--- src/rtl/intersection_scheduler_pkg.sv ---
// rtl/intersection_scheduler_pkg.sv - shared state codes, lamp encodings and default phase durations
package intersection_scheduler_pkg;

    localparam logic [2:0] ST_INIT    = 3'd0;
    localparam logic [2:0] ST_MAIN_G  = 3'd1;
    localparam logic [2:0] ST_MAIN_Y  = 3'd2;
    localparam logic [2:0] ST_ALL_RED = 3'd3;
    localparam logic [2:0] ST_SIDE_G  = 3'd4;
    localparam logic [2:0] ST_SIDE_Y  = 3'd5;
    localparam logic [2:0] ST_WALK    = 3'd6;

    localparam logic [2:0] LAMP_RED = 3'b001;
    localparam logic [2:0] LAMP_YEL = 3'b010;
    localparam logic [2:0] LAMP_GRN = 3'b100;

    localparam int DEF_T_MIN_GREEN = 6;
    localparam int DEF_T_MAX_SIDE  = 12;
    localparam int DEF_T_YELLOW    = 3;
    localparam int DEF_T_ALL_RED   = 2;
    localparam int DEF_T_WALK      = 5;

    // Phase that follows the all-red clearance interval
    typedef enum logic [1:0] {
        RET_MAIN = 2'd0,
        RET_SIDE = 2'd1,
        RET_WALK = 2'd2
    } ret_sel_e;

endpackage

--- src/rtl/intersection_scheduler_phase_timer.sv ---
// rtl/intersection_scheduler_phase_timer.sv - per-phase tick counter with saturation, done flag and remaining count
module intersection_scheduler_phase_timer
    import intersection_scheduler_pkg::*;
(
    input  logic       clk,
    input  logic       rst_n,
    input  logic       clear_i,
    input  logic       step_i,
    input  logic [3:0] limit_i,
    output logic [3:0] count_o,
    output logic       done_o,
    output logic [3:0] remaining_o
);

    logic [3:0] count_q;
    logic [3:0] count_d;

    // Clear on phase change, otherwise count steps up to the phase limit and stays there
    always_comb begin
        count_d = count_q;
        if (clear_i) begin
            count_d = 4'd0;
        end else if (step_i && (count_q < limit_i)) begin
            count_d = count_q + 4'd1;
        end
    end

    // Counter register
    always_ff @(posedge clk) begin
        if (!rst_n) begin
            count_q <= 4'd0;
        end else begin
            count_q <= count_d;
        end
    end

    assign count_o     = count_q;
    assign done_o      = step_i && (count_q == (limit_i - 4'd1));
    assign remaining_o = (count_q < limit_i) ? (limit_i - count_q) : 4'd0;

endmodule

--- src/rtl/intersection_scheduler.sv ---
// rtl/intersection_scheduler.sv - three-way intersection phase scheduler with latched requests
module intersection_scheduler
    import intersection_scheduler_pkg::*;
#(
    parameter int T_MIN_GREEN = DEF_T_MIN_GREEN,
    parameter int T_MAX_SIDE  = DEF_T_MAX_SIDE,
    parameter int T_YELLOW    = DEF_T_YELLOW,
    parameter int T_ALL_RED   = DEF_T_ALL_RED,
    parameter int T_WALK      = DEF_T_WALK
) (
    input  logic       clk,
    input  logic       rst_n,
    input  logic       tick,
    input  logic       en,
    input  logic       req_side,
    input  logic       ped_req,
    output logic [2:0] main_light,
    output logic [2:0] side_light,
    output logic       ped_walk,
    output logic       ped_wait,
    output logic       side_wait,
    output logic [3:0] remaining,
    output logic [2:0] phase
);

    localparam logic [3:0] D_MIN_GREEN = 4'(T_MIN_GREEN);
    localparam logic [3:0] D_MAX_SIDE  = 4'(T_MAX_SIDE);
    localparam logic [3:0] D_YELLOW    = 4'(T_YELLOW);
    localparam logic [3:0] D_ALL_RED   = 4'(T_ALL_RED);
    localparam logic [3:0] D_WALK      = 4'(T_WALK);

    logic [2:0] state_q, state_d;
    ret_sel_e   ret_sel_q, ret_sel_d;
    logic       side_wait_q, side_wait_d;
    logic       ped_wait_q, ped_wait_d;
    logic       step;
    logic [3:0] limit;
    logic [3:0] count;
    logic       done;
    logic [3:0] remaining_cnt;

    assign step = tick && en;

    // Duration of the current phase; main green uses its minimum as the saturation point
    always_comb begin
        case (state_q)
            ST_MAIN_G: limit = D_MIN_GREEN;
            ST_MAIN_Y: limit = D_YELLOW;
            ST_SIDE_G: limit = D_MAX_SIDE;
            ST_SIDE_Y: limit = D_YELLOW;
            ST_WALK:   limit = D_WALK;
            default:   limit = D_ALL_RED;
        endcase
    end

    intersection_scheduler_phase_timer u_timer (
        .clk         (clk),
        .rst_n       (rst_n),
        .clear_i     (state_d != state_q),
        .step_i      (step),
        .limit_i     (limit),
        .count_o     (count),
        .done_o      (done),
        .remaining_o (remaining_cnt)
    );

    // Phase sequencing; every change of right-of-way goes through ALL_RED
    always_comb begin
        state_d   = state_q;
        ret_sel_d = ret_sel_q;
        case (state_q)
            ST_INIT: begin
                if (done) state_d = ST_MAIN_G;
            end
            ST_MAIN_G: begin
                if (step && (count >= D_MIN_GREEN) && (side_wait_q || ped_wait_q)) begin
                    state_d = ST_MAIN_Y;
                end
            end
            ST_MAIN_Y: begin
                if (done) begin
                    state_d   = ST_ALL_RED;
                    ret_sel_d = side_wait_q ? RET_SIDE : RET_WALK;
                end
            end
            ST_ALL_RED: begin
                if (done) begin
                    case (ret_sel_q)
                        RET_SIDE: state_d = ST_SIDE_G;
                        RET_WALK: state_d = ST_WALK;
                        default:  state_d = ST_MAIN_G;
                    endcase
                end
            end
            ST_SIDE_G: begin
                if (done || (step && !req_side && (count >= (D_MIN_GREEN - 4'd1)))) begin
                    state_d = ST_SIDE_Y;
                end
            end
            ST_SIDE_Y: begin
                if (done) begin
                    state_d   = ST_ALL_RED;
                    ret_sel_d = ped_wait_q ? RET_WALK : RET_MAIN;
                end
            end
            ST_WALK: begin
                if (done) begin
                    state_d   = ST_ALL_RED;
                    ret_sel_d = RET_MAIN;
                end
            end
            default: state_d = ST_INIT;
        endcase
    end

    // Request latches capture even while frozen; clearing on service entry overrides a same-cycle set
    always_comb begin
        side_wait_d = side_wait_q || (req_side && (state_q != ST_SIDE_G));
        ped_wait_d  = ped_wait_q || (ped_req && (state_q != ST_WALK));
        if ((state_d == ST_SIDE_G) && (state_q != ST_SIDE_G)) side_wait_d = 1'b0;
        if ((state_d == ST_WALK) && (state_q != ST_WALK))     ped_wait_d  = 1'b0;
    end

    // State, return selector and request latch registers
    always_ff @(posedge clk) begin
        if (!rst_n) begin
            state_q     <= ST_INIT;
            ret_sel_q   <= RET_MAIN;
            side_wait_q <= 1'b0;
            ped_wait_q  <= 1'b0;
        end else begin
            state_q     <= state_d;
            ret_sel_q   <= ret_sel_d;
            side_wait_q <= side_wait_d;
            ped_wait_q  <= ped_wait_d;
        end
    end

    assign main_light = (state_q == ST_MAIN_G) ? LAMP_GRN :
                        (state_q == ST_MAIN_Y) ? LAMP_YEL : LAMP_RED;
    assign side_light = (state_q == ST_SIDE_G) ? LAMP_GRN :
                        (state_q == ST_SIDE_Y) ? LAMP_YEL : LAMP_RED;
    assign ped_walk   = (state_q == ST_WALK);
    assign ped_wait   = ped_wait_q;
    assign side_wait  = side_wait_q;
    assign remaining  = remaining_cnt;
    assign phase      = state_q;

endmodule

--- config.mk ---
export PLATFORM = sky130hd
export DESIGN_NAME = intersection_scheduler
export DESIGN_NICKNAME = d
export VERILOG_FILES = /design/src/rtl/intersection_scheduler_pkg.sv /design/src/rtl/intersection_scheduler_phase_timer.sv /design/src/rtl/intersection_scheduler.sv
export SDC_FILE = /design/constraint.sdc
export NUM_CORES = 1
export LEC_CHECK = 0
export ABC_CLOCK_PERIOD_IN_PS = 4440
export CORE_UTILIZATION = 52
export CTS_BUF_LIST = sky130_fd_sc_hd__clkbuf_8
export DETAILED_ROUTE_END_ITERATION = 12
export PLACE_DENSITY_LB_ADDON = 0.05
export RECOVER_POWER = 50
export SLEW_MARGIN = 5
export SYNTH_ARGS = -nofsm -noshare
export SYNTH_HDL_FRONTEND = slang
export SYNTH_HIERARCHICAL = 1
export SYNTH_SLANG_ARGS = --single-unit
--- constraint.sdc ---
create_clock -name clk -period 4.44 [get_ports clk]
set_clock_uncertainty 0.2 [all_clocks]
set_input_delay 1.11 -clock clk [delete_from_list [all_inputs] [get_ports clk]]
set_output_delay 1.11 -clock clk [all_outputs]
set_load 0.01 [all_outputs]
# == After elaboration in Yosys (flattened, before gate mapping) ==
# Index checks and enable logic that the tools add are counted.
# classes
muxes,19
magnitude_cmp,3
bitwise_logic,1
n_reduce_logical,24
n_eq_ne,17
add_sub_neg,3
# ops
op,n
3-bit 2-to-1 mux,7
4-bit case mux with 4 select lines,1
"3-bit equality test, second input constant",5
3-bit case mux with 5 select lines,1
2-bit 2-to-1 mux,7
1-bit logical AND,11
"4-bit by 3-bit >= comparator with 1-bit output, second input constant",2
2-bit OR reduction,4
"3-bit by 2-bit equality test with 1-bit output, second input constant",2
"3-bit inequality test, second input constant",2
2-bit case mux with 3 select lines,1
3-bit case mux with 2 select lines,1
"4-bit by 1-bit adder with 4-bit output, second input constant",1
4-bit equality test,1
1-bit logical OR,4
4-bit less-than comparator,1
4-bit 2-to-1 mux,1
"2-bit inequality test, second input constant",2
4-bit AND reduction,1
"4-bit by 1-bit subtractor with 4-bit output, second input constant",1
4-bit subtractor,1
"3-bit by 1-bit equality test with 1-bit output, second input constant",1
3-bit logical NOT,1
3-bit inequality test,1
other kinds (7),7
# totals
wordCells,72
in_bits,6
regBits,11
out_inout_bits,16

# == Depth between registers and ports, before layout ==
# Gate-level depths: netlist (run 1).
# logic_depth
depth_word,12
ltp_mapped,15

# == Modules after synthesis ==
# Netlist (run 1), hierarchy kept.
# by_module_without_submodules
module,area_per_inst_um2,n_inst,cells_each,seq_area_each_um2
intersection_scheduler,595.6,1,84,140.1
intersection_scheduler_phase_timer,446.7,1,54,80.1

# == Worst setup path before layout (run 1) ==
# OpenSTA, ideal clock, no wires.
# synth_path
kind,register to output
start,"register state_q[2], in the netlist phase[2]"
end,output port remaining[2]
arrival_time_ps,2360
slack_ps,770
path_stages_with_launch,10
path_cell_list,dfxtp_1 buf_2 inv_1 o21ai_0 inv_1 ha_1 fa_1 and2b_4 o221ai_2 nor3_1
# synth_between
elab_chain_cells,5
word_cells_on_any_way,10
cone_classes,add/sub: 1; order compare: 1; eq/ne: 5; mux: 2; reduce/logical: 1
# synth_lines
item,line_no,source
start: declaration,intersection_scheduler.sv:32,"logic [2:0] state_q, state_d;"
start signal: assignment,intersection_scheduler.sv:132,state_q <= state_d;
3-bit by 2-bit equality test with 1-bit output / 3-bit equality test (equally long branches),intersection_scheduler.sv:46,case (state_q)
2-bit OR reduction (no line),--,
4-bit case mux with 4 select lines (*),intersection_scheduler.sv:46,
net limit[0],intersection_scheduler.sv:37,logic [3:0] limit;
4-bit subtractor / 4-bit less-than comparator (equally long branches),intersection_scheduler_phase_timer.sv:39,assign remaining_o = (count_q < limit_i) ? (limit_i - count_q) : 4'd0;
4-bit 2-to-1 mux (*),intersection_scheduler_phase_timer.sv:39,
end: declaration,intersection_scheduler.sv:22,"output logic [3:0] remaining,"
# Mark *: on every way through the listed nets, which the timed path passes. The rest lies on a longest branch.

# == Final worst setup path (run 1) ==
# layout_path
start,"register state_q[1], in the netlist phase[1]"
end,output port remaining[2]
# The elaborated chain is that of the path after synthesis.

==> impl_metrics.env, run 1 <==
export IMPL_finalSetupViolations=0
export IMPL_ys_types=43
export IMPL_rrSetupSlack_ns=0.65
export IMPL_dp_hpwl_um=2082
export IMPL_gp_congestion=0.9377
export IMPL_syn_instance_count=138
export IMPL_tightest_slew_ns=0.5721
export IMPL_holdWs_ns=0.3258
export IMPL_nets=177
export IMPL_path_class="reg2out"
export IMPL_internal_power_mw=0.2694
export IMPL_crit_chain="nand2b_1 > o21ai_2 > inv_1 > ha_1 > fa_1 > and2b_4 > o221ai_2 > nor3_2 > clkdlybuf4s50_1"
export IMPL_die_w_um=46.77
export IMPL_clkSinkCount=11
export IMPL_die_h_um=46.77
export IMPL_p_leak_nw=0.5290
export IMPL_drv_cap=0
export IMPL_grt_max_degree=17
export IMPL_cp_arrival_ns=2.94
export IMPL_h_tree_depth=1
export IMPL_p_per_area_mw_per_mm2=324.9
export IMPL_start_kind="flip-flop"
export IMPL_start_util_pct=57.85
export IMPL_drtAntennaViolNets=0
export IMPL_wl_um=2736
export IMPL_synth_ff_type="dfxtp_1"
export IMPL_cts_hold_buf=0
export IMPL_dp_cells=183
export IMPL_track_usage_pct=27.51
export IMPL_holdCritPathClass="reg2reg"
export IMPL_layout_drive_gt1_share_pct=6.790
export IMPL_first_pass_iters=4
export IMPL_max_stage_delay_ns=0.55
export IMPL_outcome="complete, no violations"
export IMPL_grt_setup_unrepaired="no"
export IMPL_swShare_pct=37.52
export IMPL_r2r_start="phase[2]"
export IMPL_fin_setup_tns_ns=0
export IMPL_yosys_warnings=6
export IMPL_ios=22
export IMPL_fin_crit_sh_pct=95.63
export IMPL_yosys_register_bits=11
export IMPL_wl_per_cell_um=14.63
export IMPL_required_ns=3.13
export IMPL_drt_iter0_drc=29
export IMPL_worstHoldStart="ret_sel_q[1]"
export IMPL_clk_root_buffer_cell="clkbuf_8"
export IMPL_areaGrowthSynthToFinish_pct=27.37
export IMPL_grt_util_met3_pct=3.846
export IMPL_cpMaxStageDelayCell="clkdlybuf4s50_1"
export IMPL_path_clk_slew_ns=0.06
export IMPL_whs_endpoint="ret_sel_q[1]"
export IMPL_clk_latency_ns=0.24
export IMPL_fin_cells=187
export IMPL_overflow=0
export IMPL_whs_path_depth=2
export IMPL_combPwrFrac_pct=48.8
export IMPL_syn_cell_area_mm2=0.001042
export IMPL_ff2ff_path_depth=15
export IMPL_power_frac_seq_pct=27.2
export IMPL_cp_max_fo=8
export IMPL_grt_use_met2_pct=41.39
export IMPL_timing_rr_end="u_timer/count_o[3]"
export IMPL_via_per_inst=6.011
export IMPL_hold_viol_final=0
export IMPL_peakVddDrop_v=0.0002317
export IMPL_pwr_share_clk_pct=24.0
export IMPL_grt_pass1_wl_um=4257
export IMPL_drv_slew=0
export IMPL_antennaDiodeCount=0
export IMPL_min_period_ns=4.246
export IMPL_portBuffers=21
export IMPL_grtUsageMet1_pct=39.30
export IMPL_floorplan_die_area_mm2=0.002187
export IMPL_postSynthNetCount=152
export IMPL_grt_antenna_before_repair=0
export IMPL_busiest_layer="met2"
export IMPL_design_core_area_mm2=0.001802
export IMPL_vias=1124
export IMPL_synth_top_area_share_pct=21.13
export IMPL_p_switching_mw=0.1618
export IMPL_synth_yosys_seq_area_share_pct=21.13
export IMPL_remaining_drc_errors=0
export IMPL_relSlewSlack_pct=61.86
export IMPL_grt_pass1_vias=977
export IMPL_cts_buffers_inserted=3
export IMPL_num_rows=15
export IMPL_synth_top_area_cell="dfxtp_1"
export IMPL_synth_edf_count=0
export IMPL_cts_setup_buffers=0
export IMPL_syn_area_per_cell_um2=7.553
export IMPL_timing_fmax_mhz=235.5
export IMPL_synth_area_leaders="dfxtp_1, ha_1, a21oi_1"
export IMPL_async_reset_ff_share_pct=0
export IMPL_cts_buffer_depth=2
export IMPL_cts_tree="yes"
export IMPL_cp_end_kind="output pin"
-- metrics by stage --
| step | instance area, um2 | power (mW) | setup WS (ns) | utilization, % |
|---|---|---|---|---|
| after floorplan | 1042 | 0.2484 | 0.7699 | - |
| after global placement | 1285 | 0.3250 | 0.3322 | 71.32 |
| after detailed placement | 1285 | 0.3307 | 0.2414 | 71.32 |
| after CTS | 1330 | 0.4334 | 0.08458 | 73.82 |
| after global routing | 1328 | 0.4575 | 0.02028 | 73.68 |
| final | 1328 | 0.4312 | 0.1939 | 73.68 |
-- repair_timing --
action                                  in CTS  in global routing
endpoints found under the setup margin       1                  2
endpoints found under the hold margin        0                  0
gates resized for setup                      1                  2
-- worst max path at each step --
| stage | end | from | cells after the start | slack [ns] |
|---|---|---|---|---|
| after floorplan | remaining[2] | phase[2] | 9 | 0.77 |
| after CTS | remaining[2] | phase[1] | 9 | 0.08 |
| after detailed placement | remaining[2] | phase[1] | 9 | 0.24 |
| final | remaining[2] | phase[1] | 9 | 0.19 |
| after global routing | remaining[2] | phase[0] | 9 | 0.02 |
| after global placement | remaining[2] | phase[1] | 9 | 0.33 |
-- worst max-delay path, delay by kind of cell, from the launching register on --
kind	cells	cell delay, ns
compound gates	2	0.38
buf+inv	2	0.64
fa+ha+maj	2	0.62
flops	1	0.36
simple gates	3	0.70
-- power by group through the flow --
| stage | combinational, mW | clock [mW] | sequential (mW) |
|---|---|---|---|
| 2_1_floorplan | 0.130 | 0 | 0.118 |
| 3_3_place_gp | 0.207 | 0 | 0.118 |
| 3_5_place_dp | 0.212 | 0 | 0.119 |
| 4_1_cts | 0.214 | 0.103 | 0.117 |
| 5_1_grt | 0.232 | 0.107 | 0.118 |
| 6_report | 0.210 | 0.103 | 0.117 |
-- registers in the layout (all words and copies together), names as in the netlist --
| name | count |
|---|---|
| u_timer/count_o | 4 |
| phase | 3 |
| ret_sel_q | 2 |
| ped_wait | 1 |
| side_wait | 1 |
-- kinds of logic after synthesis --
logic type / after synthesis / share of synthesized area (%)
XOR/XNOR: 6 / 5.042
adder cells (fa/ha/maj): 8 / 10.32
buffers and inverters: 21 / 8.524
AO/OA/AOI/OAI: 43 / 27.49
AND/OR/NAND/NOR: 49 / 27.49
flip-flops: 11 / 21.13
-- routing by layer --
layer	up-vias	share of wire (%)
met5	-	0
met4	0	2.2
met3	7	6.7
met2	53	45
met1	518	46
li1	546	-
-- Yosys cell counts, drive strengths merged (2+ instances only) --
library cell   n
a21oi         13
and2           2
ha             7
nand2          8
o21ai          9
a211oi         3
o22ai          3
nor3b          2
o211ai         2
nor2b          4
xnor2          6
dfxtp         11
nand4          2
nor4           2
inv           16
clkbuf         2
nand2b         5
and2b          2
o31ai          2
nor2           8
buf            3
nand3          4
or3            3
nor3           4
-- final cells by class --
| cell class | count | area, um2 |
|---|---|---|
| multi-input combinational | 106 | 742.0 |
| timing repair buffer | 25 | 229.0 |
| sequential | 11 | 220.2 |
| fill | 153 | 474.2 |
| inverter | 16 | 60.06 |
| clock inverter | 1 | 3.754 |
| tap | 25 | 31.28 |
| clock buffer | 3 | 41.29 |
-- placed cells by master, fill, tap and decap left out, drive strengths merged, types with 3 or more instances in the layout --
cell	Yosys	final
nand3	4	4
dlygate4sd3	0	10
nand2b	5	5
a211oi	3	3
nand2	8	8
inv	16	17
o22ai	3	3
ha	7	7
or3	3	3
o21ai	9	9
nor3	4	4
xnor2	6	6
clkdlybuf4s50	0	11
clkbuf	2	6
a21oi	13	13
dfxtp	11	11
nor2b	4	4
nor2	8	8
(Power assumes the default switching activity.)
==> run 2, diff against run 1 <==
- GPL_ROUTABILITY_DRIVEN: default -> 0
==> results of run 2 <==
No change in the layout: final DEF, timing and power equal those of run 1.
